===== src/rtl/miracle_joypad_host.sv =====
`default_nettype none
// ============================================================================
//  Module      : miracle_joypad_host
//  Description : Console-side initiator for the Miracle Piano joypad-port
//                protocol. Generates strobe / joypad_clock waveforms to either
//                send one byte to the keyboard adapter or poll one byte back.
//  Ports       : clk, reset         - master clock, synchronous active-high reset
//                cmd_valid/ready    - command handshake (accept in IDLE)
//                cmd_write          - 1 = write cmd_wdata, 0 = read poll
//                cmd_wdata          - byte to send
//                done               - one-cycle pulse at end of a transaction
//                rd_present/rd_data - result of the last read poll
//                strobe, joypad_clock - lines to the adapter
//                joypad_i           - adapter serial data line (raw level)
//  Revision    : 1.0 - initial release
// ============================================================================
module miracle_joypad_host #(
    parameter int READ_STROBE  = 144,
    parameter int WRITE_STROBE = 800,
    parameter int PHASE        = 12,
    parameter int GAP          = 24
) (
    input  logic       clk,
    input  logic       reset,
    input  logic       cmd_valid,
    input  logic       cmd_write,
    input  logic [7:0] cmd_wdata,
    output logic       cmd_ready,
    output logic       done,
    output logic       rd_present,
    output logic [7:0] rd_data,
    output logic       strobe,
    output logic       joypad_clock,
    input  logic       joypad_i
);

    localparam logic [3:0] S_IDLE     = 4'd0;
    localparam logic [3:0] S_R_STROBE = 4'd1;
    localparam logic [3:0] S_R_SETTLE = 4'd2;
    localparam logic [3:0] S_R_CLK_HI = 4'd3;
    localparam logic [3:0] S_R_CLK_LO = 4'd4;
    localparam logic [3:0] S_W_STROBE = 4'd5;
    localparam logic [3:0] S_W_SETUP  = 4'd6;
    localparam logic [3:0] S_W_CLK_HI = 4'd7;
    localparam logic [3:0] S_W_CLK_LO = 4'd8;
    localparam logic [3:0] S_GAP      = 4'd9;

    // Each state lasts (load + 1) cycles: the counter is loaded on entry and
    // the state is left on the cycle it reads zero.
    localparam logic [15:0] c_read_load  = 16'(READ_STROBE - 1);
    localparam logic [15:0] c_write_load = 16'(WRITE_STROBE - 1);
    localparam logic [15:0] c_phase_load = 16'(PHASE - 1);
    localparam logic [15:0] c_gap_load   = 16'(GAP - 1);
    localparam logic [3:0]  c_last_bit   = 4'd7;

    logic [3:0]  r_state;
    logic [3:0]  w_state_next;
    logic [15:0] r_count;
    logic [15:0] w_count_next;
    logic [3:0]  r_bit;
    logic [3:0]  w_bit_next;
    logic        w_expire;
    logic [7:0]  r_wdata;
    logic        r_present;
    logic [6:0]  r_shift;

    logic        w_strobe_d;
    logic        w_clk_d;
    logic        w_ready_d;
    logic        w_done_d;

    function automatic logic [15:0] f_load(input logic [3:0] st);
        logic [15:0] v;
        v = 16'd0;
        case (st)
            S_R_STROBE:                                   v = c_read_load;
            S_W_STROBE:                                   v = c_write_load;
            S_R_SETTLE, S_R_CLK_HI, S_R_CLK_LO,
            S_W_SETUP,  S_W_CLK_HI, S_W_CLK_LO:           v = c_phase_load;
            S_GAP:                                        v = c_gap_load;
            default:                                      v = 16'd0;
        endcase
        return v;
    endfunction

    // ------------------------------------------------------------------
    // State register
    // ------------------------------------------------------------------
    always_ff @(posedge clk) begin
        if (reset) begin
            r_state <= S_IDLE;
        end else begin
            r_state <= w_state_next;
        end
    end

    // ------------------------------------------------------------------
    // Next-state / counter / bit-index logic
    // ------------------------------------------------------------------
    always_comb begin
        w_state_next = r_state;
        w_bit_next   = r_bit;
        w_expire     = (r_count == 16'd0);

        case (r_state)
            S_IDLE: begin
                // cmd_ready is high exactly while in IDLE
                if (cmd_valid) begin
                    w_state_next = cmd_write ? S_W_STROBE : S_R_STROBE;
                end
            end
            S_R_STROBE: if (w_expire) w_state_next = S_R_SETTLE;
            S_R_SETTLE: begin
                if (w_expire) begin
                    w_state_next = S_R_CLK_HI;
                    w_bit_next   = 4'd0;
                end
            end
            S_R_CLK_HI: if (w_expire) w_state_next = S_R_CLK_LO;
            S_R_CLK_LO: begin
                if (w_expire) begin
                    if (r_bit == c_last_bit) begin
                        w_state_next = S_GAP;
                    end else begin
                        w_state_next = S_R_CLK_HI;
                        w_bit_next   = r_bit + 4'd1;
                    end
                end
            end
            S_W_STROBE: begin
                if (w_expire) begin
                    w_state_next = S_W_SETUP;
                    w_bit_next   = 4'd0;
                end
            end
            S_W_SETUP:  if (w_expire) w_state_next = S_W_CLK_HI;
            S_W_CLK_HI: if (w_expire) w_state_next = S_W_CLK_LO;
            S_W_CLK_LO: begin
                if (w_expire) begin
                    if (r_bit == c_last_bit) begin
                        w_state_next = S_GAP;
                    end else begin
                        w_state_next = S_W_SETUP;
                        w_bit_next   = r_bit + 4'd1;
                    end
                end
            end
            S_GAP:      if (w_expire) w_state_next = S_IDLE;
            default:    w_state_next = S_IDLE;
        endcase

        // Every transition changes state, so a state change means "load".
        if (w_state_next != r_state) begin
            w_count_next = f_load(w_state_next);
        end else if (r_count != 16'd0) begin
            w_count_next = r_count - 16'd1;
        end else begin
            w_count_next = r_count;
        end
    end

    // ------------------------------------------------------------------
    // Output decode from the next state, so registered outputs line up
    // with the state they belong to.
    // ------------------------------------------------------------------
    always_comb begin
        w_strobe_d = 1'b0;
        w_clk_d    = 1'b0;
        w_ready_d  = (w_state_next == S_IDLE);
        w_done_d   = ((r_state == S_R_CLK_LO) || (r_state == S_W_CLK_LO)) &&
                     (w_state_next == S_GAP);
        case (w_state_next)
            S_R_STROBE, S_W_STROBE: w_strobe_d = 1'b1;
            S_R_CLK_HI:             w_clk_d    = 1'b1;
            // MSB first: bit index n selects wdata[7-n], i.e. the inverted index
            S_W_SETUP, S_W_CLK_LO:  w_strobe_d = r_wdata[~w_bit_next[2:0]];
            S_W_CLK_HI: begin
                w_strobe_d = r_wdata[~w_bit_next[2:0]];
                w_clk_d    = 1'b1;
            end
            default: begin
                w_strobe_d = 1'b0;
                w_clk_d    = 1'b0;
            end
        endcase
    end

    // ------------------------------------------------------------------
    // Datapath and registered outputs
    // ------------------------------------------------------------------
    always_ff @(posedge clk) begin
        if (reset) begin
            r_count      <= 16'd0;
            r_bit        <= 4'd0;
            r_wdata      <= 8'h00;
            r_present    <= 1'b0;
            r_shift      <= 7'd0;
            strobe       <= 1'b0;
            joypad_clock <= 1'b0;
            cmd_ready    <= 1'b1;
            done         <= 1'b0;
            rd_present   <= 1'b0;
            rd_data      <= 8'h00;
        end else begin
            r_count      <= w_count_next;
            r_bit        <= w_bit_next;
            strobe       <= w_strobe_d;
            joypad_clock <= w_clk_d;
            cmd_ready    <= w_ready_d;
            done         <= w_done_d;

            if (r_state == S_IDLE && cmd_valid) begin
                r_wdata <= cmd_wdata;
            end

            // joypad_i is looked at only on these sample cycles
            if (r_state == S_R_SETTLE && w_expire) begin
                r_present <= joypad_i;
            end

            if (r_state == S_R_CLK_LO && w_expire) begin
                // data bits arrive d7 first and are active-low on the wire
                r_shift <= {r_shift[5:0], ~joypad_i};
                if (r_bit == c_last_bit) begin
                    rd_present <= r_present;
                    rd_data    <= {r_shift, ~joypad_i};
                end
            end
        end
    end

endmodule
`default_nettype wire


===== config.mk =====
export PLATFORM = sky130hd
export DESIGN_NAME = miracle_joypad_host
export DESIGN_NICKNAME = d
export VERILOG_FILES = /design/src/rtl/miracle_joypad_host.sv
export SDC_FILE = /design/constraint.sdc
export NUM_CORES = 1
export LEC_CHECK = 0
export ABC_AREA = 0
export BUFFER_PORTS_ARGS = -buffer_cell sky130_fd_sc_hd__clkbuf_2
export CORE_MARGIN = 3
export CORE_UTILIZATION = 40
export CTS_CLUSTER_SIZE = 30
export DETAILED_ROUTE_END_ITERATION = 10
export PLACE_DENSITY = 0.66
export SLEW_MARGIN = 20
export SYNTH_ARGS = -nofsm -noshare
export SYNTH_HDL_FRONTEND = slang
export SYNTH_SLANG_ARGS = --single-unit
export TNS_END_PERCENT = 1

===== constraint.sdc =====
create_clock -name clk -period 6.5 [get_ports clk]
set_input_delay 0 -clock clk [delete_from_list [all_inputs] [get_ports clk]]
set_output_delay 0 -clock clk [all_outputs]
set_load 0.1 [all_outputs]

==> out/summary.md <==
The fraction of the cycle the final worst path needs works out to 0.439. The number of buffers added on ports is 25. The run finished with clean final reports.

TritonCTS built the clock tree. Summed over all cells, the static leakage comes to 1.15 nW. The start point of the worst min-delay path is cmd_valid. The sort of element at the start of the critical path is a flip-flop. The share of synthesized area occupied by flip-flops and latches was 0.391; the arrival time of data at the critical path endpoint was 3.11 ns. Final critical delay including setup and external delays: 2.85 ns. The logs give 0.176 for the total routing usage reported by global routing and 331 for the number of standard cells after synthesis. The first detailed-routing pass took 4 iterations.

The global route total overflow is 0, and the first-pass GRT wire length is 11000 um. Dividing the detail-routed via count by the number of cells gives 5.46. The remaining number of nets flagged by the antenna check after routing was 0; the last weighted congestion value of the routability-driven placer was 0.873.

The number of stages on the worst hold path is 3. The detailed-route DRC error count was 0. After detailed routing, the average wire length per cell comes to 14.2 um. The run gives 2341 as the number of global-route vias before repair. The number of register bits inferred by synthesis is 53. Starting utilization of the core area: 0.420.

The reg-to-reg startpoint is r_count[0]$_SDFFE_PP0P_. The endpoint of the most critical register-to-register path was strobe$_SDFF_PP0_. End point of the worst hold path: r_count[9]$_SDFFE_PP0P_. The areal power density over the cells was 438 mW/mm^2; the total count of max-transition violations in the final report was 0. Leaving out fill and tap cells, the most frequent cells in the layout are nand2_1, dfxtp_1, nor2_1, a21oi_1, clkbuf_2. On the final layout, the worst hold slack is 0.0197 ns. The later pin in the worst-skew pair is clocked with a latency of 0.31 ns. Nature of the critical path endpoint: a flip-flop. After floorplanning, the core was sized to cover 0.00646 mm^2. The tools report the number of different library cells in the post-synthesis netlist as 62. The number of standard cells in the layout, taps in and fillers out is 433, and the routed wire length is 6160 um.

Slew at the pin closest to its max-slew limit: 0.725 ns. Setup violations remaining at the end of the flow were counted as 0. Top-area cell type share of the netlist area: 0.391. Data required time of the critical path: 6.76 ns. CTS saw 53 sinks.

Flip-flop cell with the highest count after synthesis: dfxtp_1. The H-tree was split into 2 levels. The tools report the deepest clock path buffer count as 2. A synthesized cell averages 8.20 um^2. For this run, the number of Yosys warnings is 0. The worst hold-check path type is input pin to flip-flop. Yosys attributes the largest share of cell area to dfxtp_1, nand2_1, nor2_1. In this run, synthesis inferred 0 flip-flops with an integrated enable. The logs give 0.00271 mm^2 for the synthesized area and 2363 for the vias after detailed routing. Worst setup path category: flip-flop to flip-flop. The critical-path maximum fanout was 16; the count of cells along the worst register-to-register path was 9. Relative to the synthesized area, the layout overhead comes to 12.4%.

The floorplan step set the die width to 88.4 um. The leading cell type in the layout, fill and taps excluded was nand2_1. At the end of the flow, the number of nets in the layout was 370.

The number of max-cap violations was 0; the headroom to the max-slew limit was 0.516. The run gives 26 as the top-level I/O count. The cell type with the highest aggregate area in the netlist is dfxtp_1. The clock root buffer is clkbuf_8. Tracing the worst setup path back leads to its startpoint at r_count[0]$_SDFFE_PP0P_. The tools report the maximum number of pins on one net before global-route repair as 24.

Setup repair after global routing left no endpoint under its margin. Buffers inserted during clock tree synthesis total 5. The worst register-to-register path has a setup slack of 3.65 ns. Across the routed clock network, the largest skew measured is 0.00651 ns.

The die covers 0.00781 mm^2. The total power draw was 0.00134 W. The maximum clock frequency is 0.350 GHz. Detailed placement ended at an HPWL of 4330 um.

Adding up every negative setup slack in the final design gives 0 ns. After clock tree synthesis, the clock-pin slew on the worst setup and hold paths is 0.10 ns. The repair_antennas step left the layout with diodes totalling 0.

The final-report hold violation count came out at 0. The share of synthesized registers carrying an async set or reset works out to 0. Row generation in the floorplan step produced 29 rows.

The detailed router finished its first iteration with 179 violations. In this run, post-CTS repair resized a total of 0 instances. The tools report the initial antenna violation count as 0. The fraction of final layout cells sized beyond drive strength 1 is 0.138, and the synthesized net count is 346.

The die extent in y is 88.4 um. Counting tap cells, the placed design contains a total of 416 instances. Maximum resistive drop on vdd: 0.000178 V.
[registers in the layout (all words and copies together) (netlist names)]
signal	flops
strobe	1
r_count	16
done	1
r_wdata	8
rd_data	8
r_shift	7
cmd_ready	1
r_bit	4
joypad_clock	1
rd_present	1
r_state	4
r_present	1
[through the flow]
step,cell area (um^2),setup slack [ns],utilization
2_1_floorplan,2710,4.23,-
3_3_place_gp,2850,3.76,0.441
3_5_place_dp,2850,3.67,0.441
4_1_cts,3050,3.65,0.472
5_1_grt,3050,3.35,0.472
6_report,3050,3.65,0.472
[synth_stat cells, types with 3 or more instances]
master and instances:
nand2_1 57, dfxtp_1 53, nor2_1 43, a21oi_1 28, mux2i_1 13, clkbuf_1 10
inv_1 7, nand3_1 7, nor3_1 7, xnor2_1 6, xor2_1 6, nand2b_1 5
nor2b_1 5, and2_1 4, o21ai_0 4, a211oi_1 3, a31oi_1 3, buf_4 3
nor3b_1 3, nor4_1 3, o21ai_1 3, o31ai_1 3, or3_1 3
[repair_timing]
item | CTS | global route
hold buffers | 9 | 0
endpoints found under the hold margin | 11 | 0
setup endpoints to repair | 0 | 0
buffers inserted | 0 | 0
[cell families (layout without fill, tap and decap cells)]
group / after synthesis / after routing / synth area share
AND/OR/NAND/NOR: 156 / 156 / 0.290
AO/OA/AOI/OAI: 70 / 70 / 0.178
flip-flops: 53 / 53 / 0.391
buffers and inverters: 25 / 50 / 0.0452
multiplexers: 13 / 13 / 0.0479
XOR/XNOR: 12 / 12 / 0.0387
adder cells (fa/ha/maj): 2 / 2 / 0.00922
[where the power goes]
group | switching, W | leakage [nW] | internal (W) | total [W]
Clock | 0.000113 | 0.0585 | 0.000116 | 0.000228
Combinational | 0.000399 | 0.657 | 0.000247 | 0.000646
Sequential | 0.0000766 | 0.431 | 0.000386 | 0.000462
[how the worst max path moves through the flow]
| stage | end | cells after the start | slack, ns |
|---|---|---|---|
| floorplan | strobe$_SDFF_PP0_ | 10 | 4.23 |
| global placement | strobe$_SDFF_PP0_ | 10 | 3.76 |
| detailed placement | strobe$_SDFF_PP0_ | 10 | 3.67 |
| CTS | strobe$_SDFF_PP0_ | 9 | 3.65 |
| global route | strobe$_SDFF_PP0_ | 10 | 3.35 |
| finish | strobe$_SDFF_PP0_ | 9 | 3.65 |
[worst max-delay path, cell delays in order (launching register included)]
cell,delay [ns]
dfxtp_1,0.33
inv_1,0.09
ha_1,0.24
nor4b_2,0.29
nand4_2,0.47
and2_1,0.36
or3_1,0.37
o22a_1,0.20
a311oi_1,0.25
a32o_1,0.20
[routing by layer]
metal,global-route usage,routed length (um),vias to the layer above,share of wire
met5,0,0,-,0
met1,0.239,2990,1116,0.49
met4,0.0646,110,0,0.018
li1,-,-,1200,-
met2,0.282,2820,39,0.46
met3,0.0279,237,8,0.038
[cell type report]
type	instances	area [um^2]
Inverter	7	26.3
Fill cell	665	3410
Multi-Input combinational cell	253	1530
Tap cell	77	96.3
Sequential cell	53	1060
Timing Repair Buffer	35	223
Clock buffer	5	68.8
Clock inverter	3	43.8
Power figures use the tool's default switching activity.
